===== src/rtl/iiitb_brg_frac.sv =====
// Fractional baud rate generator: phase-accumulator divider producing oversample tick,
// bit tick and a 50% duty bit clock, with preset or handshake-programmed divisors.
module iiitb_brg_frac #(
  parameter int unsigned      DIV_W   = 16,
  parameter int unsigned      FRAC_W  = 4,
  parameter int unsigned      OS      = 16,
  parameter logic [DIV_W-1:0] PRESET0 = DIV_W'(326),
  parameter logic [DIV_W-1:0] PRESET1 = DIV_W'(163),
  parameter logic [DIV_W-1:0] PRESET2 = DIV_W'(81),
  parameter logic [DIV_W-1:0] PRESET3 = DIV_W'(27)
) (
  input  logic              clk,
  input  logic              reset,
  input  logic              en,
  input  logic              mode,
  input  logic [1:0]        sel,
  input  logic              cfg_valid,
  input  logic [DIV_W-1:0]  cfg_div,
  input  logic [FRAC_W-1:0] cfg_frac,
  output logic              cfg_ready,
  output logic              tick_os,
  output logic              tick_bit,
  output logic              clkout
);

  localparam int unsigned    OsW    = $clog2(OS);
  localparam logic [OsW-1:0] OsLast = OsW'(OS - 1);
  localparam logic [OsW-1:0] OsHalf = OsW'(OS / 2 - 1);

  logic [DIV_W-1:0]  prog_div_q, prog_div_d;
  logic [FRAC_W-1:0] prog_frac_q, prog_frac_d;
  logic [DIV_W-1:0]  act_div_q, act_div_d;
  logic [FRAC_W-1:0] act_frac_q, act_frac_d;
  logic [DIV_W-1:0]  cnt_q, cnt_d;
  logic [FRAC_W-1:0] acc_q, acc_d;
  logic [OsW-1:0]    os_cnt_q, os_cnt_d;
  logic              pending_q, pending_d;
  logic              tick_os_q, tick_os_d;
  logic              tick_bit_q, tick_bit_d;
  logic              clkout_q, clkout_d;

  logic [DIV_W-1:0]  preset_div, tgt_raw, tgt_div, cur_div;
  logic [FRAC_W-1:0] tgt_frac, cur_frac, acc_sum;
  logic              carry, tick_evt, bit_evt, accept;

  always_comb begin
    preset_div = PRESET0;
    unique case (sel)
      2'd0: preset_div = PRESET0;
      2'd1: preset_div = PRESET1;
      2'd2: preset_div = PRESET2;
      2'd3: preset_div = PRESET3;
      default: preset_div = PRESET0;
    endcase
  end

  assign tgt_raw  = mode ? prog_div_q : preset_div;
  assign tgt_frac = mode ? prog_frac_q : '0;
  assign tgt_div  = (tgt_raw == '0) ? DIV_W'(1) : tgt_raw;

  assign tick_evt = en & (cnt_q == '0);
  assign bit_evt  = tick_evt & (os_cnt_q == OsLast);
  assign accept   = cfg_valid & ~pending_q;

  // On a bit boundary the period that starts now already uses the new target.
  assign cur_div  = bit_evt ? tgt_div : act_div_q;
  assign cur_frac = bit_evt ? tgt_frac : act_frac_q;
  assign {carry, acc_sum} = {1'b0, acc_q} + {1'b0, cur_frac};

  always_comb begin
    prog_div_d  = accept ? cfg_div : prog_div_q;
    prog_frac_d = accept ? cfg_frac : prog_frac_q;

    pending_d = pending_q;
    if (!en || tick_bit_q) pending_d = 1'b0;
    if (accept)            pending_d = 1'b1;

    act_div_d  = act_div_q;
    act_frac_d = act_frac_q;
    cnt_d      = cnt_q - DIV_W'(1);
    acc_d      = acc_q;
    os_cnt_d   = os_cnt_q;
    tick_os_d  = 1'b0;
    tick_bit_d = 1'b0;
    clkout_d   = clkout_q;

    if (!en) begin
      act_div_d  = tgt_div;
      act_frac_d = tgt_frac;
      cnt_d      = tgt_div - DIV_W'(1);
      acc_d      = '0;
      os_cnt_d   = '0;
      clkout_d   = 1'b0;
    end else if (tick_evt) begin
      tick_os_d  = 1'b1;
      tick_bit_d = bit_evt;
      if (bit_evt) begin
        act_div_d  = tgt_div;
        act_frac_d = tgt_frac;
      end
      // Fractional carry stretches the upcoming period by one cycle.
      cnt_d    = cur_div - DIV_W'(1) + {{(DIV_W - 1){1'b0}}, carry};
      acc_d    = acc_sum;
      os_cnt_d = bit_evt ? '0 : os_cnt_q + OsW'(1);
      if (bit_evt) begin
        clkout_d = 1'b1;
      end else if (os_cnt_q == OsHalf) begin
        clkout_d = 1'b0;
      end
    end
  end

  always_ff @(posedge clk or posedge reset) begin
    if (reset) begin
      prog_div_q  <= PRESET0;
      prog_frac_q <= '0;
      act_div_q   <= PRESET0;
      act_frac_q  <= '0;
      cnt_q       <= PRESET0 - DIV_W'(1);
      acc_q       <= '0;
      os_cnt_q    <= '0;
      pending_q   <= 1'b0;
      tick_os_q   <= 1'b0;
      tick_bit_q  <= 1'b0;
      clkout_q    <= 1'b0;
    end else begin
      prog_div_q  <= prog_div_d;
      prog_frac_q <= prog_frac_d;
      act_div_q   <= act_div_d;
      act_frac_q  <= act_frac_d;
      cnt_q       <= cnt_d;
      acc_q       <= acc_d;
      os_cnt_q    <= os_cnt_d;
      pending_q   <= pending_d;
      tick_os_q   <= tick_os_d;
      tick_bit_q  <= tick_bit_d;
      clkout_q    <= clkout_d;
    end
  end

  assign cfg_ready = ~pending_q;
  assign tick_os   = tick_os_q;
  assign tick_bit  = tick_bit_q;
  assign clkout    = clkout_q;

endmodule

===== config.mk =====
export PLATFORM = sky130hd
export DESIGN_NAME = iiitb_brg_frac
export DESIGN_NICKNAME = d
export VERILOG_FILES = /design/src/rtl/iiitb_brg_frac.sv
export SDC_FILE = /design/constraint.sdc
export NUM_CORES = 1
export LEC_CHECK = 0
export ABC_AREA = 1
export CORE_MARGIN = 2
export CORE_UTILIZATION = 57
export DETAILED_ROUTE_END_ITERATION = 8
export PLACE_DENSITY = 0.86
export SYNTH_ARGS = -nofsm -noshare
export SYNTH_HDL_FRONTEND = slang
export SYNTH_SLANG_ARGS = --single-unit

===== constraint.sdc =====
create_clock -name clk -period 5.1 [get_ports clk]
set_clock_uncertainty 0.15 [all_clocks]
set_input_delay 1.53 -clock clk [delete_from_list [all_inputs] [get_ports clk]]
set_output_delay 1.53 -clock clk [all_outputs]
set_load 0.05 [all_outputs]

==> flow_metrics.tcl <==
set metrics [dict create \
    hold_path_class "flip-flop to flip-flop" \
    postSynthAreaPerCell_sq_um 7.522 \
    track_usage_pct 28.67 \
    fraction_of_the_yosys_area_taken_by_sequential_cells_pct 38.10 \
    pin_count 31 \
    final-setup-viol-count 0 \
    crit_path_end_kind "flip-flop" \
    clock_tree.htree_level_count 3 \
    placed_cells_incl_taps 728 \
    critPathKind "input port to flip-flop" \
    fraction_of_final_layout_cells_sized_beyond_drive_strength_1_pct 17.29 \
    grt.overflow.total 0 \
    synth_cells 599 \
    post_cts_buffers 0 \
    total_stage_count_of_the_critical_path 19 \
    required_ns 5.18 \
    sw_frac_of_total_pct 36.54 \
    grt_pass1_wl_mm 19.26 \
    power_leakage_nw 2.483 \
    power.share.clock_pct 27.1 \
    netlist_area_pre_place_sq_um 4506 \
    insertion_delay_ns 0.35 \
    placement_rows 32 \
    start_util_pct 58.61 \
    ys_async_sr_fraction_pct 100.0 \
    fin_cells 744 \
    fp.dieH_microns 92.91 \
    regToRegSetupSlack_ns 0.70 \
    detailedRoute.firstPassIterationCount 5 \
    cp.arrival_ns 4.74 \
    total_negative_slack_for_setup_checks_ns 0 \
    worst_setup_path_start_kind "input port" \
    antenna_found_initial 0 \
    sequential_cell_area_sq_um 1717 \
    fp.dieW_microns 92.91 \
    power_switching_w 0.0006129 \
    post_cts_resize_count 0 \
    cpPeakStageDelay_ns 0.45 \
    routed-via-count 4146 \
    antenna-diode-count 0 \
    starting_drc_count_in_detailed_routing 339 \
    yosysWarnings 0 \
    p_int_w 0.001064 \
    layout_worst_path_cycle_share_pct 91.36 \
    fmax_ghz 0.2146 \
    cts.sinks 68 \
    worst_r2r_startpoint "cnt_q[0]" \
    dpl.hpwl_mm 8.659 \
    finalHoldViolations 0 \
    buffer_ports.inserted 30 \
    antenna_violating_nets_post_route 0 \
    timing.critical_path.cells "clkdlybuf4s50_1 > nand3_1 > inv_1 > or2_2 > o21ai_0 > inv_1 > ha_1 > fa_1 > nand2_1 > nand2_1 > a21oi_1 > ha_1 > inv_1 > nor2_2 > nand2_2 > nor2_8 > nand2_1 > o21ai_1 > nand3_1" \
    irDropWorstVdd_v 0.0002651 \
    startpoint "en" \
    worst_path_max_delay_cell "sky130_fd_sc_hd__clkdlybuf4s50_1" \
    slew_violations 0 \
    clock_tree_buf_depth 2 \
    max_slew.worst_pin.slew_ns 0.9045 \
    tritoncts "done" \
    run_status "finished, final reports clean" \
    timing.critical_path.buf_inv 4 \
    nFillCells 677 \
    period_minus_slack_ns 4.659 \
    critical_path.reg2reg.endpoint "cnt_q[11]" \
    synth_fp_nets 638 \
    cts-buffers-inserted 9 \
    wl_mm 11.17 \
    total_power_w 0.001677 \
    power-per-cell-area_nw_per_um2 326.2 \
    layout_area_growth_over_synthesis_pct 14.11 \
    floorplan.die_area_sq_um 8631 \
    preCtsSetupSlack_ns 0.1296 \
    route.detailed.vias_per_inst 5.573 \
    ys_seq_elements 68 \
    cts_hold_buffers 0 \
    multi_input_gate_area_in_the_final_layout_sq_um 2432 \
    route.detailed.drc 0 \
    power.sequential.fraction_pct 41.8 \
    floorplan.core_area_sq_um 7687 \
    worstSetupEndpoint "cnt_q[11]" \
    yosys.cell_types.count 47 \
    maximum_number_of_pins_on_one_net_before_global_route_repair 46 \
    final_worst_setup_slack_ns 0.4409 \
    first_global_vias 4071 \
    wl_per_cell_microns 15.01 \
    synth_flop_cell "sky130_fd_sc_hd__dfrtp_1" \
    gp_congestion 0.9857 \
    share_comb_of_total_power_pct 31.2 \
    nets 676 \
    cts.clk_slew.worst_paths_ns 0.08 \
    synth_edf_count 0 \
    clk_root_buffer_cell "sky130_fd_sc_hd__clkbuf_8" \
    critical_path_peak_fanout 8 \
    setup_repair_after_global_routing_missed_its_margin "no" \
    reg2regPathDepth 22 \
    timing.slew.headroom_pct 39.56 \
    maxCapViolCount 0 \
    critPathTopFamily "simple AND/OR/NAND/NOR gates" \
]
## how the worst min path moves through the flow
stage                     slack (ns)          start            end  depth (start not counted)
after global placement          0.30  prog_div_q[6]  prog_div_q[6]                          2
after floorplan                 0.29  prog_div_q[6]  prog_div_q[6]                          2
after CTS                       0.31  prog_div_q[6]  prog_div_q[6]                          2
after global routing            0.33  prog_div_q[6]  prog_div_q[6]                          2
final                           0.31  prog_div_q[6]  prog_div_q[6]                          2
after detailed placement        0.30  prog_div_q[6]  prog_div_q[6]                          2
## worst register-to-register path, stage by stage (launching register included)
cell and delay (ns):
sky130_fd_sc_hd__dfstp_2 0.38, sky130_fd_sc_hd__inv_1 0.11, sky130_fd_sc_hd__ha_1 0.23, sky130_fd_sc_hd__inv_1 0.08, sky130_fd_sc_hd__nor4_1 0.26, sky130_fd_sc_hd__nand3_1 0.21
sky130_fd_sc_hd__nor2_1 0.27, sky130_fd_sc_hd__nand3_1 0.19, sky130_fd_sc_hd__o21ai_0 0.29, sky130_fd_sc_hd__inv_1 0.09, sky130_fd_sc_hd__ha_1 0.23, sky130_fd_sc_hd__fa_1 0.39
sky130_fd_sc_hd__nand2_1 0.10, sky130_fd_sc_hd__nand2_1 0.06, sky130_fd_sc_hd__a21oi_1 0.22, sky130_fd_sc_hd__ha_1 0.24, sky130_fd_sc_hd__inv_1 0.06, sky130_fd_sc_hd__nor2_2 0.14
sky130_fd_sc_hd__nand2_2 0.12, sky130_fd_sc_hd__nor2_8 0.18, sky130_fd_sc_hd__nand2_1 0.09, sky130_fd_sc_hd__o21ai_1 0.11, sky130_fd_sc_hd__nand3_1 0.09
## registers in the layout, summed over array words and instances, names as in the netlist
name	cells
acc_q	4
act_div_q	16
act_frac_q	4
clkout	1
cnt_q	16
os_cnt_q	4
pending_q	1
prog_div_q	16
prog_frac_q	4
tick_bit	1
tick_os	1
## placed cells by master, fill, tap and decap left out, types with 3 or more instances in the layout
| cell type | count |
|---|---|
| sky130_fd_sc_hd__dfrtp_1 | 56 |
| sky130_fd_sc_hd__inv_2 | 7 |
| sky130_fd_sc_hd__nand4_1 | 12 |
| sky130_fd_sc_hd__o21ai_1 | 9 |
| sky130_fd_sc_hd__xor2_1 | 7 |
| sky130_fd_sc_hd__clkbuf_8 | 9 |
| sky130_fd_sc_hd__a22o_1 | 3 |
| sky130_fd_sc_hd__buf_4 | 13 |
| sky130_fd_sc_hd__dfstp_2 | 12 |
| sky130_fd_sc_hd__nor2_4 | 7 |
| sky130_fd_sc_hd__nor3_1 | 7 |
| sky130_fd_sc_hd__nand2_1 | 136 |
| sky130_fd_sc_hd__o21ai_0 | 42 |
| sky130_fd_sc_hd__inv_1 | 63 |
| sky130_fd_sc_hd__a21oi_1 | 20 |
| sky130_fd_sc_hd__nor2_1 | 60 |
| sky130_fd_sc_hd__ha_1 | 11 |
| sky130_fd_sc_hd__or2_2 | 3 |
| sky130_fd_sc_hd__o21ai_2 | 3 |
| sky130_fd_sc_hd__nand2_2 | 19 |
| sky130_fd_sc_hd__nand3_1 | 51 |
| sky130_fd_sc_hd__clkdlybuf4s50_1 | 30 |
| sky130_fd_sc_hd__nor2_2 | 10 |
| sky130_fd_sc_hd__mux2_2 | 14 |
| sky130_fd_sc_hd__xnor2_1 | 5 |
## layer usage
layer | GRT usage, % | wire, microns | vias up
met5 | 0 | 0 | -
li1 | - | - | 2039
met2 | 45.95 | 5297 | 166
met3 | 4.801 | 796 | 22
met1 | 40.03 | 4871 | 1919
met4 | 8.701 | 205 | 0
## logic make-up (layout without fill, tap and decap cells)
| logic type | Yosys count | count (layout) | synth area share, % |
|---|---|---|---|
| AO/OA/AOI/OAI | 89 | 89 | 11.16 |
| XOR/XNOR | 12 | 12 | 2.333 |
| adder cells (fa/ha/maj) | 12 | 12 | 3.499 |
| buffers and inverters | 87 | 130 | 7.914 |
| flip-flops | 68 | 68 | 38.10 |
| multiplexers | 14 | 14 | 3.499 |
| AND/OR/NAND/NOR | 317 | 317 | 33.49 |
## cell usage after synthesis (2+ instances only)
| library cell | instances | area (sq um) |
|---|---|---|
| sky130_fd_sc_hd__nand2_1 | 136 | 510.5 |
| sky130_fd_sc_hd__inv_1 | 64 | 240.2 |
| sky130_fd_sc_hd__nor2_1 | 60 | 225.2 |
| sky130_fd_sc_hd__dfrtp_1 | 56 | 1401 |
| sky130_fd_sc_hd__nand3_1 | 51 | 255.2 |
| sky130_fd_sc_hd__o21ai_0 | 42 | 210.2 |
| sky130_fd_sc_hd__a21oi_1 | 20 | 100.1 |
| sky130_fd_sc_hd__nand2_2 | 19 | 118.9 |
| sky130_fd_sc_hd__mux2_2 | 14 | 157.7 |
| sky130_fd_sc_hd__dfstp_2 | 12 | 315.3 |
| sky130_fd_sc_hd__nand4_1 | 12 | 75.07 |
| sky130_fd_sc_hd__ha_1 | 11 | 137.6 |
| sky130_fd_sc_hd__nor2_2 | 10 | 62.56 |
| sky130_fd_sc_hd__clkbuf_1 | 9 | 33.78 |
| sky130_fd_sc_hd__o21ai_1 | 9 | 45.04 |
| sky130_fd_sc_hd__nor2_4 | 7 | 78.83 |
| sky130_fd_sc_hd__nor3_1 | 7 | 35.03 |
| sky130_fd_sc_hd__xor2_1 | 7 | 61.31 |
| sky130_fd_sc_hd__inv_2 | 6 | 22.52 |
| sky130_fd_sc_hd__xnor2_1 | 5 | 43.79 |
| sky130_fd_sc_hd__a22o_1 | 3 | 26.28 |
| sky130_fd_sc_hd__buf_2 | 3 | 15.01 |
| sky130_fd_sc_hd__buf_6 | 3 | 33.78 |
| sky130_fd_sc_hd__o21ai_2 | 3 | 26.28 |
| sky130_fd_sc_hd__or2_2 | 3 | 18.77 |
| sky130_fd_sc_hd__nand3_2 | 2 | 20.02 |
| sky130_fd_sc_hd__nor4_1 | 2 | 12.51 |
| sky130_fd_sc_hd__o21bai_1 | 2 | 15.01 |
| sky130_fd_sc_hd__o221ai_1 | 2 | 17.52 |
| sky130_fd_sc_hd__o31ai_1 | 2 | 15.01 |
## power by group through the flow
stage                     Combinational, W  Sequential (W)  Clock [W]
after global placement            0.000499        0.000706          0
after detailed placement          0.000514        0.000710          0
final                             0.000523        0.000701   0.000454
after global routing              0.000590        0.000712   0.000483
after floorplan                   0.000387        0.000695          0
after CTS                         0.000518        0.000700   0.000461
## stage by stage
step / hold WS [ns] / area [sq um] / util [%]
after global routing: 0.3334 / 5141 / 66.88
final: 0.3124 / 5141 / 66.88
after floorplan: 0.2898 / 4506 / -
after CTS: 0.3144 / 5141 / 66.88
after detailed placement: 0.3020 / 4941 / 64.27
after global placement: 0.2976 / 4941 / 64.27
## layout make-up
class                           instances  area share [%]
Clock buffer                            9           2.409
Clock inverter                          7           1.485
Inverter                               71           5.184
Multi-Input combinational cell        444           47.31
Sequential cell                        68           33.39
Tap cell                              102           2.482
Timing Repair Buffer                   43           7.739
Note: power is estimated with default switching activity, not from simulation.
